[src/rtl/uart_alu_pkg.sv]
// Shared definitions for the UART/ALU frame controller: opcodes, opcode check, FSM states.
package uart_alu_pkg;

  localparam logic [5:0] OP_ADD = 6'h20;
  localparam logic [5:0] OP_SUB = 6'h22;
  localparam logic [5:0] OP_AND = 6'h24;
  localparam logic [5:0] OP_OR  = 6'h25;
  localparam logic [5:0] OP_XOR = 6'h26;
  localparam logic [5:0] OP_NOR = 6'h27;
  localparam logic [5:0] OP_SRA = 6'h03;
  localparam logic [5:0] OP_SRL = 6'h02;

  typedef enum logic [2:0] {
    ST_IDLE,
    ST_WAIT_B,
    ST_WAIT_OP,
    ST_EXEC,
    ST_SEND,
    ST_WAIT_TX
  } state_t;

  function automatic logic is_valid_op(input logic [5:0] op);
    case (op)
      OP_ADD, OP_SUB, OP_AND, OP_OR,
      OP_XOR, OP_NOR, OP_SRA, OP_SRL: is_valid_op = 1'b1;
      default:                        is_valid_op = 1'b0;
    endcase
  endfunction

endpackage

[src/rtl/frame_timeout.sv]
// Inter-byte tick counter; o_expire holds once TIMEOUT_TICKS ticks have been seen while enabled.
// Only built with UART_ALU_TIMEOUT_EN.
`ifdef UART_ALU_TIMEOUT_EN
module frame_timeout #(
  parameter int TIMEOUT_TICKS = 640,
  localparam int NB_CNT = $clog2(TIMEOUT_TICKS + 1)
) (
  input  logic clk,
  input  logic i_rst_n,
  input  logic i_tick,
  input  logic i_en,
  input  logic i_clr,
  output logic o_expire
);

  logic [NB_CNT-1:0] r_cnt;
  logic              w_full;

  assign w_full   = (r_cnt == NB_CNT'(TIMEOUT_TICKS));
  assign o_expire = i_en && w_full;

  // Clear beats a coincident tick, so a received byte always restarts the wait.
  always_ff @(posedge clk or negedge i_rst_n) begin
    if (!i_rst_n) begin
      r_cnt <= '0;
    end else if (i_clr) begin
      r_cnt <= '0;
    end else if (i_en && i_tick && !w_full) begin
      r_cnt <= r_cnt + 1'b1;
    end
  end

endmodule
`endif

[src/rtl/uart_alu_ctrl.sv]
// Collects A, B, opcode bytes from uart_rx, drives the ALU, and hands the result to uart_tx.
// Optional inter-byte timeout enabled by defining UART_ALU_TIMEOUT_EN.
module uart_alu_ctrl
  import uart_alu_pkg::*;
#(
  parameter int NB_DATA       = 8,
  parameter int NB_OP         = 6,
  parameter int TIMEOUT_TICKS = 640
) (
  input  logic               clk,
  input  logic               i_rst_n,
  input  logic               i_tick,
  input  logic [NB_DATA-1:0] i_rx_data,
  input  logic               i_rx_done,
  input  logic [NB_DATA-1:0] i_alu_result,
  input  logic               i_tx_done,
  output logic [NB_DATA-1:0] o_alu_a,
  output logic [NB_DATA-1:0] o_alu_b,
  output logic [NB_OP-1:0]   o_alu_op,
  output logic [NB_DATA-1:0] o_tx_data,
  output logic               o_tx_start,
  output logic               o_busy,
  output logic               o_error
);

  state_t             r_state;
  logic [NB_DATA-1:0] r_alu_a;
  logic [NB_DATA-1:0] r_alu_b;
  logic [NB_OP-1:0]   r_alu_op;
  logic [NB_DATA-1:0] r_tx_data;
  logic               r_tx_start;
  logic               r_busy;
  logic               r_error;
  logic               w_timeout;
  logic               w_op_valid;

  assign w_op_valid = is_valid_op(i_rx_data[NB_OP-1:0]);

`ifdef UART_ALU_TIMEOUT_EN
  logic w_waiting;

  assign w_waiting = (r_state == ST_WAIT_B) || (r_state == ST_WAIT_OP);

  frame_timeout #(
    .TIMEOUT_TICKS(TIMEOUT_TICKS)
  ) u_frame_timeout (
    .clk      (clk),
    .i_rst_n  (i_rst_n),
    .i_tick   (i_tick),
    .i_en     (w_waiting),
    .i_clr    (i_rx_done || !w_waiting),
    .o_expire (w_timeout)
  );
`else
  localparam int unused_timeout_ticks = TIMEOUT_TICKS;
  logic w_unused_tick;

  assign w_unused_tick = i_tick;
  assign w_timeout     = 1'b0;
`endif

  always_ff @(posedge clk or negedge i_rst_n) begin
    if (!i_rst_n) begin
      r_state    <= ST_IDLE;
      r_alu_a    <= '0;
      r_alu_b    <= '0;
      r_alu_op   <= '0;
      r_tx_data  <= '0;
      r_tx_start <= 1'b0;
      r_busy     <= 1'b0;
      r_error    <= 1'b0;
    end else begin
      r_tx_start <= 1'b0;
      r_error    <= 1'b0;
      case (r_state)
        ST_IDLE: begin
          if (i_rx_done) begin
            r_alu_a <= i_rx_data;
            r_busy  <= 1'b1;
            r_state <= ST_WAIT_B;
          end
        end
        ST_WAIT_B: begin
          if (i_rx_done) begin
            r_alu_b <= i_rx_data;
            r_state <= ST_WAIT_OP;
          end else if (w_timeout) begin
            r_error <= 1'b1;
            r_busy  <= 1'b0;
            r_state <= ST_IDLE;
          end
        end
        ST_WAIT_OP: begin
          if (i_rx_done && w_op_valid) begin
            r_alu_op <= i_rx_data[NB_OP-1:0];
            r_state  <= ST_EXEC;
          end else if (i_rx_done || w_timeout) begin
            r_error <= 1'b1;
            r_busy  <= 1'b0;
            r_state <= ST_IDLE;
          end
        end
        ST_EXEC: begin
          r_tx_data  <= i_alu_result;
          r_tx_start <= 1'b1;
          r_state    <= ST_SEND;
        end
        ST_SEND: begin
          r_state <= ST_WAIT_TX;
        end
        ST_WAIT_TX: begin
          // Any byte arriving here, even together with tx_done, is dropped.
          if (i_tx_done) begin
            r_busy  <= 1'b0;
            r_state <= ST_IDLE;
          end
        end
        default: begin
          r_busy  <= 1'b0;
          r_state <= ST_IDLE;
        end
      endcase
    end
  end

  assign o_alu_a    = r_alu_a;
  assign o_alu_b    = r_alu_b;
  assign o_alu_op   = r_alu_op;
  assign o_tx_data  = r_tx_data;
  assign o_tx_start = r_tx_start;
  assign o_busy     = r_busy;
  assign o_error    = r_error;

endmodule

[config.mk]
export PLATFORM = sky130hd
export DESIGN_NAME = uart_alu_ctrl
export DESIGN_NICKNAME = d
export VERILOG_FILES = /design/src/rtl/uart_alu_pkg.sv /design/src/rtl/frame_timeout.sv /design/src/rtl/uart_alu_ctrl.sv
export SDC_FILE = /design/constraint.sdc
export NUM_CORES = 1
export LEC_CHECK = 0
export ABC_AREA = 1
export BUFFER_PORTS_ARGS = -buffer_cell sky130_fd_sc_hd__buf_2
export CAP_MARGIN = 10
export CORE_UTILIZATION = 45
export DETAILED_ROUTE_END_ITERATION = 8
export PLACE_DENSITY = 0.8
export SLEW_MARGIN = 20
export SYNTH_ARGS = -nofsm -noshare
export SYNTH_HDL_FRONTEND = slang
export SYNTH_SLANG_ARGS = --single-unit
[constraint.sdc]
create_clock -name clk -period 1.98 [get_ports clk]
set_clock_uncertainty 0.2 [all_clocks]
set_input_delay 0.198 -clock clk [delete_from_list [all_inputs] [get_ports clk]]
set_output_delay 0.198 -clock clk [all_outputs]
set_load 0.02 [all_outputs]
==> Word level (Yosys, flattened, before mapping) <==
Index checks and enable logic that the tools add are counted.
{ "op_classes": {"eq_ne": 19, "muxes": 16, "bitwise": 1, "reduce_logical": 9} }
{ "ops": {"columns": ["operator", "count"], "rows": [
  ["6-bit equality test (second input constant)", 6],
  ["3-bit one-hot mux with 6 select lines", 1],
  ["3-bit 2-to-1 mux", 5],
  ["6-bit by 2-bit equality test with 1-bit output (second input constant)", 2],
  ["2-bit inequality test (second input constant)", 5],
  ["1-bit 2-to-1 mux", 9],
  ["8-bit OR reduction", 1],
  ["3-bit by 2-bit equality test with 1-bit output (second input constant)", 2],
  ["3-bit equality test (second input constant)", 2],
  ["2-bit AND reduction", 3],
  ["5-bit AND reduction", 1],
  ["1-bit one-hot mux with 4 select lines", 1],
  ["4-bit AND reduction", 1],
  ["3-bit by 1-bit equality test with 1-bit output (second input constant)", 1],
  ["3-bit logical NOT", 1],
  ["3-bit inequality test (second input constant)", 1],
  ["3-bit OR reduction", 1],
  ["1-bit logical AND", 1],
  ["1-bit NOT", 1]
]} }
{ "word_totals": {"regBits": 36, "in_bits": 21, "wordCells": 53} }

==> Longest topological paths before layout <==
Gate-level depths: netlist (run 1).
{ "depth": {"word_depth": 6, "depth_mapped": 8} }

==> Least setup slack after synthesis (run 1) <==
No wires, ideal clock.
{ "synth_timing": {"kind": "register -> register", "start": "reg r_state[0]", "end": "reg r_alu_b[4], in the netlist o_alu_b[4]", "setup_ps": 121, "arrival_ps": 1029, "setup_slack_ps": 630, "stages_incl_launch_ff": 7, "cell_sequence": "dfrtp_1 > inv_2 > nor2_2 > nand3_2 > buf_2 > nand2_1 > o21ai_1"} }
{ "synth_via": {"elab_chain_cells": 2} }
{ "synth_rtl": {"columns": ["item", "line_no", "source"], "rows": [
  ["start: declaration", "uart_alu_ctrl.sv:26", "state_t r_state;"],
  ["start signal: assignment", "uart_alu_ctrl.sv:64", "r_state <= ST_IDLE;"],
  ["start signal: assignment", "uart_alu_ctrl.sv:80", "r_state <= ST_WAIT_B;"],
  ["start signal: assignment", "uart_alu_ctrl.sv:86", "r_state <= ST_WAIT_OP;"],
  ["3-bit by 1-bit equality test with 1-bit output", "uart_alu_ctrl.sv:75", "case (r_state)"],
  ["2-bit AND reduction (no source line)", null, null],
  ["end signal: assignment", "uart_alu_ctrl.sv:85", "r_alu_b <= i_rx_data;"],
  ["end: declaration", "uart_alu_ctrl.sv:28", "logic [NB_DATA-1:0] r_alu_b;"]
]} }
Every way passes these cells.
A chain may end at the register's enable or synchronous reset.

==> Final worst setup path (run 1) <==
{ "layout_timing": {"start": "in i_rx_data[4]", "end": "reg r_busy, in the netlist o_busy"} }
{ "layout_via": {"elab_chain_cells": 6, "elab_cells_between_ends": 13, "classes_between": "eq/ne (9); mux (1); reduce/logical (3)"} }
{ "layout_rtl": {"columns": ["item", "line_no", "source"], "rows": [
  ["start: declaration", "uart_alu_ctrl.sv:13", "input logic [NB_DATA-1:0] i_rx_data,"],
  ["6-bit equality test / 6-bit by 2-bit equality test with 1-bit output (equally long branches)", "uart_alu_pkg.sv:23", "case (op)"],
  ["8-bit OR reduction *", "uart_alu_pkg.sv:23", null],
  ["1-bit 2-to-1 mux *", "uart_alu_pkg.sv:23", null],
  ["1-bit logical AND *", "uart_alu_ctrl.sv:94", "if (i_rx_done && w_op_valid) begin"],
  ["2-bit inequality test (no source line) *", null, null],
  ["5-bit AND reduction (no source line) *", null, null],
  ["end signal: assignment", "uart_alu_ctrl.sv:89", "r_busy <= 1'b0;"],
  ["end signal: assignment", "uart_alu_ctrl.sv:99", "r_busy <= 1'b0;"],
  ["end signal: assignment", "uart_alu_ctrl.sv:114", "r_busy <= 1'b0;"],
  ["end: declaration", "uart_alu_ctrl.sv:32", "logic r_busy;"]
]} }
Mark *: on every way between the ends. The rest lies on a longest branch, timed or not.

==> results.cfg, run 1 <==
[sta]
relSlewSlack = 0.491
rsz0062_at_grt = false
fmax_ghz = 0.623
fin_setup_tns_ns = 0
fin_crit_ns = 1.60
tightest_slew_ns = 0.764
min_period_over_period = 0.810
setup_viol = 0
maxSlewViolCount = 0
hold_violations = 0

[yosys]
syn_area_per_cell_um2 = 9.05
ys_seq_area_frac = 0.618
synth-seq-cells = 36
synthesis.area_um2 = 1460
synth.distinct_cells = 17
ys.warnings.count = 0
syn-num-nets = 182
netlist_instances = 161

[critical_path]
crit_chain = dlygate4sd3_1, buf_2, inv_1, nand2_1, nor2_1, nand3_2, nand2_1, nand2_1, nand2_1
path_common_cell = nand2_1
path_class = input pin to register
ff2ff_path_depth = 3
required_ns = 2.05
r2r_setup_slack_ns = 0.45
worstPathMaxFanout = 12
rr_startpoint = r_state[2]
path_buf_inv = 3
cp_slowest_cell = dlygate4sd3_1
start_kind = input pin
r2r-end = o_alu_a[1]
crit_family = buffers and inverters
end_kind = register
critPathArrivalTime_ns = 1.67
slowest_delay_ns = 0.54

[clock_tree]
h-tree-depth = 2
max-clock-path-buffers = 2
cts_buffers = 5
clk_latency_ns = 0.33
cts_sinks = 36
clk_pin_slew_ns = 0.11
cts_tree = yes
root_buffer = clkbuf_4
cts_resized = 0

[global_routing]
grt_max_degree = 37
grt.overflow.total = 0
antenna_found_initial = 0
track_usage = 0.210
grt_pass1_vias = 1216
grt_first_pass_wirelength_um = 5310

[drt]
drt-total-wl_um = 3190
dr.pass1.iters = 4
ant_nets = 0
drc = 0
wl_per_cell_um = 11.4
vias = 1298
via_per_inst = 4.64
drtIter0Drc = 58

[power]
p_leak_nw = 1.14
power.density_nw_per_um2 = 1570
vdd_drop_max_v = 0.000675

[finish]
nets = 256
final_cell_mix = nand2_1 (62), buf_2 (52), dfrtp_1 (36)
diodes = 0
drive_gt1_frac = 0.301
area.growth.synth_to_final_pct = 39.1
stdcell_area_um2 = 2030
mostFrequentLayoutCell = nand2_1

[status]
status = finished, final reports clean

[floorplan]
start_util = 0.477
die_y_um = 58.9
ios = 54
die_width_um = 58.9
core_um2 = 3050
num_rows = 20
fp.dieArea_um2 = 3470

[flow_run]
maxCapViolCount = 0

[min_path]
hold_start = i_rx_done
min_path_cells = 5
min-delay-path-class = input pin to register
hold_end = o_error

[placement]
dp_hpwl_um = 2110
dpl_cell_area_um2 = 1750
port-buffer-count = 52
gp_congestion = 0.825
==> metal layers <==
layer  track usage  routed length (um)
met3        0.0857                 230
met1         0.245                1340
met4        0.0612                   8
met2         0.356                1610
met5             0                   0
==> cell families (layout without fill, tap and decap cells) <==
family | count (synthesis) | after routing | synth area share
buffers and inverters | 22 | 97 | 0.0635
AO/OA/AOI/OAI | 26 | 26 | 0.0910
flip-flops | 36 | 36 | 0.618
AND/OR/NAND/NOR | 77 | 77 | 0.227
==> per-stage QoR <==
step	hold slack [ns]	setup slack [ns]	std cells	utilization	total power, mW
2_1_floorplan	-0.298	0.630	161	-	2.14
6_report	0.0167	0.376	280	0.664	3.18
3_5_place_dp	0.122	0.460	254	0.574	2.60
5_1_grt	0.0198	0.256	280	0.664	3.43
4_1_cts	0.00146	0.400	280	0.664	3.21
3_3_place_gp	0.119	0.509	254	0.574	2.56
==> worst max-delay path by stage <==
| stage | cells past startpoint | slack, ns | from | to |
|---|---|---|---|---|
| 2_1_floorplan | 6 | 0.63 | r_state[0] | o_alu_b[4] |
| 3_3_place_gp | 3 | 0.51 | r_state[2] | o_alu_a[4] |
| 3_5_place_dp | 3 | 0.46 | r_state[2] | o_alu_a[1] |
| 4_1_cts | 9 | 0.40 | i_rx_data[4] | o_busy |
| 5_1_grt | 3 | 0.26 | r_state[2] | o_alu_a[1] |
| 6_report | 9 | 0.38 | i_rx_data[4] | o_busy |
==> timing repair <==
action / 4_1_cts / 5_1_grt
setup endpoints to repair: 0 / 0
hold buffers: 18 / 0
setup buffers: 0 / 0
endpoints found under the hold margin: 64 / 0
==> worst min-delay path: stages <==
cell and delay, ns:
buf_2 0.14, nand2_1 0.08, nor3_2 0.05, inv_1 0.04, a21oi_1 0.03
==> registers in the layout (all words and copies together) (netlist names) <==
| name | count |
|---|---|
| o_alu_op | 6 |
| o_alu_b | 8 |
| o_alu_a | 8 |
| o_error | 1 |
| r_state | 3 |
| o_busy | 1 |
| o_tx_data | 8 |
| o_tx_start | 1 |
==> cell type report <==
class / instances / area (um2)
Tap cell: 44 / 55.1
Clock buffer: 7 / 65.1
Fill cell: 246 / 1030
Timing Repair Buffer: 70 / 440
Multi-Input combinational cell: 103 / 464
Inverter: 19 / 71.3
Clock inverter: 1 / 30.0
Sequential cell: 36 / 901
==> power by group <==
| part | switching [mW] | internal (mW) | leakage [nW] | total [mW] |
|---|---|---|---|---|
| combinational | 0.887 | 0.459 | 0.634 | 1.35 |
| clock | 0.240 | 0.335 | 0.0515 | 0.575 |
| sequential | 0.191 | 1.07 | 0.450 | 1.26 |
==> synth_stat cells, drive strengths merged <==
| master | count | area share |
|---|---|---|
| a21oi | 2 | 0.0069 |
| nor2 | 6 | 0.017 |
| nand4 | 2 | 0.013 |
| nor3 | 1 | 0.0069 |
| nand2 | 62 | 0.16 |
| nand3 | 6 | 0.031 |
| inv | 19 | 0.049 |
| dfrtp | 36 | 0.62 |
| o21ai | 23 | 0.079 |
| buf | 3 | 0.015 |
| o21a | 1 | 0.0052 |
Note: power is estimated with default switching activity, not from simulation.
==> run 2: changes to the inputs <==
==> constraint.sdc (replaced) <==
create_clock -name clk -period 1.6 [get_ports clk]
set_clock_uncertainty 0.2 [all_clocks]
set_input_delay 0.16 -clock clk [delete_from_list [all_inputs] [get_ports clk]]
set_output_delay 0.16 -clock clk [all_outputs]
set_load 0.02 [all_outputs]
==> run 2 against run 1 <==
  * Worst hold slack better by 0.084 ns
  * Sequential power increased by 25%
  * Via count up 2.2%
  * Final cell count up 1.4%
  * Global-route usage rose by 0.20 points
  * Clock power is 7.8% higher
  * Critical path depth down 1
  * Power grew 23%
  * Critical path type unchanged
  * Largest cell class unchanged
==> results.cfg, run 2 (same netlist as run 1, synthesis figures left out) <==
[critical_path]
path_depth = 8
start_kind = input pin
ff2ff_path_depth = 6
path_buf_inv = 2
critPathArrivalTime_ns = 1.63
end_kind = register
cp_slowest_cell = dlygate4sd3_1
path_class = input pin to register
crit_chain = dlygate4sd3_1, buf_2, nand2_1, nor3_2, nand3_4, nand2_1, nand2_1, nand2_1
worstPathMaxFanout = 12
path_common_cell = nand2_1
required_ns = 1.68
crit_family = simple AND/OR/NAND/NOR gates
slowest_delay_ns = 0.52

[floorplan]
fp.dieArea_um2 = 3470
die_width_um = 58.9
core_um2 = 3050
start_util = 0.477
die_y_um = 58.9
ios = 54
num_rows = 20

[sta]
maxSlewViolCount = 0
min_period_over_period = 0.968
relSlewSlack = 0.685
setup_viol = 0
fmax_ghz = 0.646
fin_setup_tns_ns = 0
tightest_slew_ns = 0.473
hold_ws_ns = 0.101
fin_crit_ns = 1.55
hold_violations = 0

[global_routing]
track_usage = 0.212
grt.overflow.total = 0
antenna_found_initial = 0
grt_pass1_vias = 1279
grt_first_pass_wirelength_um = 5370
grt_use_met2 = 0.364
met3_usage = 0.0901
busiest_layer = met2
met1_usage = 0.238
grt_max_degree = 23

[drt]
dr.pass1.iters = 4
drc = 0
wl_per_cell_um = 11.8
ant_nets = 0
vias = 1327
drt-total-wl_um = 3350
via_per_inst = 4.67
drtIter0Drc = 93

[finish]
mostFrequentLayoutCell = nand2_1
final_cell_mix = nand2_1 (62), buf_2 (52), dfrtp_1 (34)
nFillCells = 252
area.growth.synth_to_final_pct = 42.1
diodes = 0
drive_gt1_frac = 0.317
stdcell_area_um2 = 2070
nets = 260

[power]
vdd_drop_max_v = 0.000867
p_total_mw = 3.92
p_leak_nw = 1.14
power.density_nw_per_um2 = 1890

[placement]
dpl_cell_area_um2 = 1770
dp_hpwl_um = 2240
gp_congestion = 0.802
port-buffer-count = 52

[flow_run]
maxCapViolCount = 0

[min_path]
min-delay-path-class = input pin to async pin

[clock_tree]
cts_tree = yes
max-clock-path-buffers = 2
cts_buffers = 5
clk_pin_slew_ns = 0.11
cts_sinks = 36
h-tree-depth = 2
root_buffer = clkbuf_4
cts_setup_buffers = 0
clk_latency_ns = 0.34

[status]
status = finished, final reports clean
==> run 2: cell types whose count changed in the layout (fill, tap and decap cells not counted), sizes merged <==
| cell | delta |
|---|---|
| buf | +3 |
| clkbuf | -1 |
| clkinv | +1 |
| dlygate4sd3 | +1 |
==> run 2: final timing paths <==
check / start / to / slack, ns
max: i_rx_done / o_busy / 0.05
min: i_rst_n / o_alu_b[0] / 0.10
max reg2reg: r_state[1] / o_busy / 0.11
min reg2reg: o_tx_data[7] / o_tx_data[7] / 0.29
max in group asynchronous: i_rst_n / o_busy / 0.59
min in group clk: o_tx_data[7] / o_tx_data[7] / 0.29
==> run 2: metal layers <==
layer	vias to the layer above	wire length [um]
li1	664	-
met3	8	219
met5	-	0
met4	0	50
met2	51	1660
met1	604	1410
==> run 2: final cells by class <==
| cell class | instances | area, um2 | area share |
|---|---|---|---|
| clock buffer | 6 | 41.3 | 0.0199 |
| clock inverter | 2 | 35.0 | 0.0169 |
| inverter | 19 | 73.8 | 0.0356 |
| multi-input combinational | 103 | 489 | 0.236 |
| sequential | 36 | 903 | 0.436 |
| tap | 44 | 55.1 | 0.0266 |
| timing repair buffer | 74 | 473 | 0.228 |
==> run 2: metrics by stage <==
step | utilization | cells | setup slack [ns]
global placement | 0.581 | 257 | 0.137
floorplan | - | 161 | 0.250
finish | 0.678 | 284 | 0.0512
detailed placement | 0.581 | 257 | 0.0750
global route | 0.678 | 284 | -0.0218
CTS | 0.668 | 284 | 0.0210
==> run 2: what timing repair did <==
item	4_1_cts	5_1_grt
hold buffers	19	0
endpoints found under the hold margin	68	0
endpoints found under the setup margin	0	17
gates resized for setup	0	7
==> run 2: worst reg2reg max path: stages (launching register included) <==
cell and delay, ns:
dfrtp_2 0.47, nand2_1 0.09, nor3_2 0.23, nand3_4 0.21
nand2_1 0.13, nand2_1 0.05, nand2_1 0.07
==> run 2: power by group <==
| part | switching, mW | internal [mW] | total (mW) |
|---|---|---|---|
| sequential | 0.250 | 1.33 | 1.58 |
| combinational | 1.13 | 0.594 | 1.72 |
| clock | 0.292 | 0.327 | 0.620 |
==> run 3: changes to the inputs <==
--- a/config.mk
+++ b/config.mk
@@ -8,9 +8,9 @@
 export ABC_AREA = 1
 export BUFFER_PORTS_ARGS = -buffer_cell sky130_fd_sc_hd__buf_2
 export CAP_MARGIN = 10
-export CORE_UTILIZATION = 45
+export CORE_UTILIZATION = 51
 export DETAILED_ROUTE_END_ITERATION = 8
-export PLACE_DENSITY = 0.8
+export PLACE_DENSITY = 0.88
 export SLEW_MARGIN = 20
 export SYNTH_ARGS = -nofsm -noshare
 export SYNTH_HDL_FRONTEND = slang
==> constraint.sdc (replaced) <==
create_clock -name clk -period 2 [get_ports clk]
set_clock_uncertainty 0.2 [all_clocks]
set_input_delay 0.2 -clock clk [delete_from_list [all_inputs] [get_ports clk]]
set_output_delay 0.2 -clock clk [all_outputs]
set_load 0.02 [all_outputs]
==> run 3 against run 2 <==
  * Routed wire length down 3.6%
  * Utilization up 4.6 points
  * Combinational power shrank 22%
  * Die area decreased by 11%
  * Cell area fell by 4.4%
  * Final cell count down 6.3%
  * Worst hold slack worse by 0.087 ns
  * First-iteration DRC count shrank 43%
  * Clock power is 32% lower
  * Sequential cell count is the same
  * Count of clock-buffer cells in the layout grew 1
  * Power decreased by 23%
==> results.cfg, run 3 (same netlist as run 1, synthesis figures left out) <==
[status]
status = finished, final reports clean

[clock_tree]
h-tree-depth = 2
cts_buffers = 5
cts_resized = 0
cts_sinks = 36
cts_tree = yes
root_buffer = clkbuf_4
cts_hold_buf = 18
clk_pin_slew_ns = 0.11
max-clock-path-buffers = 2
clk_latency_ns = 0.33
cts_setup_buffers = 0

[critical_path]
critPathArrivalTime_ns = 1.66
crit_chain = dlygate4sd3_1, buf_2, inv_1, nand2_1, nor2_1, nand3_2, nand2_1, nand2_1, nand2_1
path_common_cell = nand2_1
end_kind = register
path_class = input pin to register
required_ns = 2.05
cp_slowest_cell = dlygate4sd3_1
start_kind = input pin
slowest_delay_ns = 0.53
worstPathMaxFanout = 12
crit_family = simple AND/OR/NAND/NOR gates
path_buf_inv = 3

[sta]
setup_ws_ns = 0.399
min_period_over_period = 0.800
fin_crit_ns = 1.60
hold_violations = 0
relSlewSlack = 0.489
maxSlewViolCount = 0
setup_viol = 0
fmax_ghz = 0.625
fin_setup_tns_ns = 0
rsz0062_at_grt = false
tightest_slew_ns = 0.767

[finish]
instances_no_fill = 266
nFillCells = 183
drive_gt1_frac = 0.298
regArea_um2 = 901
nets = 256
multi_input_area_um2 = 464
final_cell_mix = nand2_1 (62), buf_2 (52), dfrtp_1 (36)
diodes = 0
mostFrequentLayoutCell = nand2_1
area.growth.synth_to_final_pct = 35.9

[floorplan]
ios = 54
core_um2 = 2730
die_width_um = 55.5
die_y_um = 55.5
num_rows = 19
fp.dieArea_um2 = 3080
start_util = 0.533

[drt]
drt-total-wl_um = 3230
drtIter0Drc = 53
dr.pass1.iters = 4
drc = 0
ant_nets = 0
vias = 1301
wl_per_cell_um = 12.1
via_per_inst = 4.89

[placement]
pre_cts_ws_ns = 0.505
gp_congestion = 0.872
dp_hpwl_um = 2090
port-buffer-count = 52
dp.cells = 241

[global_routing]
grt_use_met2 = 0.398
met1_usage = 0.298
antenna_found_initial = 0
grt_pass1_vias = 1284
busiest_layer = met2
met3_usage = 0.0703
grt_first_pass_wirelength_um = 5600
track_usage = 0.238
grt.overflow.total = 0
grt_max_degree = 37

[power]
power.density_nw_per_um2 = 1520
p_leak_nw = 1.12
vdd_drop_max_v = 0.00105

[min_path]
min-delay-path-class = input pin to register

[flow_run]
maxCapViolCount = 0
## run 3: worst register-to-register path, stage by stage, from the launching register on
cell and delay (ns):
dfrtp_1 0.49, nand2_1 0.10, nor3_2 0.16, nand3_2 0.26, nand2_1 0.14, nand2_1 0.05
nand2_1 0.06
## run 3: layout make-up
| cell class | count | area share |
|---|---|---|
| sequential | 36 | 0.455 |
| multi-input combinational | 103 | 0.234 |
| timing repair buffer | 70 | 0.222 |
| inverter | 19 | 0.0360 |
| clock buffer | 7 | 0.0328 |
| tap | 31 | 0.0196 |
## run 3: worst paths after layout
path / slack [ns] / start / to / cells past startpoint
max: 0.40 / i_rx_data[4] / o_busy / 9
min: 0.01 / i_rx_done / r_state[0] / 3
max reg2reg: 0.47 / r_state[1] / o_busy / 6
min reg2reg: 0.28 / o_tx_data[3] / o_tx_data[3] / 2
max in group asynchronous: 0.84 / i_rst_n / r_state[2] / 2
min in group asynchronous: 0.27 / i_rst_n / o_alu_op[1] / 2
## run 3: stage by stage
stage	hold WS (ns)	power, mW	cell area [um2]	utilization
2_1_floorplan	-0.296	2.12	1460	-
3_3_place_gp	0.118	2.53	1740	0.635
3_5_place_dp	0.121	2.57	1740	0.635
4_1_cts	0.00368	3.02	1980	0.724
5_1_grt	0.0250	3.24	1980	0.724
6_report	0.0137	3.01	1980	0.724
## run 3: report_power, final
part | switching, mW | internal, mW
logic | 0.884 | 0.454
clock network | 0.222 | 0.199
registers | 0.196 | 1.06
## run 3: metal layers
layer  wire (um)  vias to the layer above
met5           0                        -
met4          41                        0
met3         130                        6
met2        1680                       39
met1        1380                      606
li1            -                      650
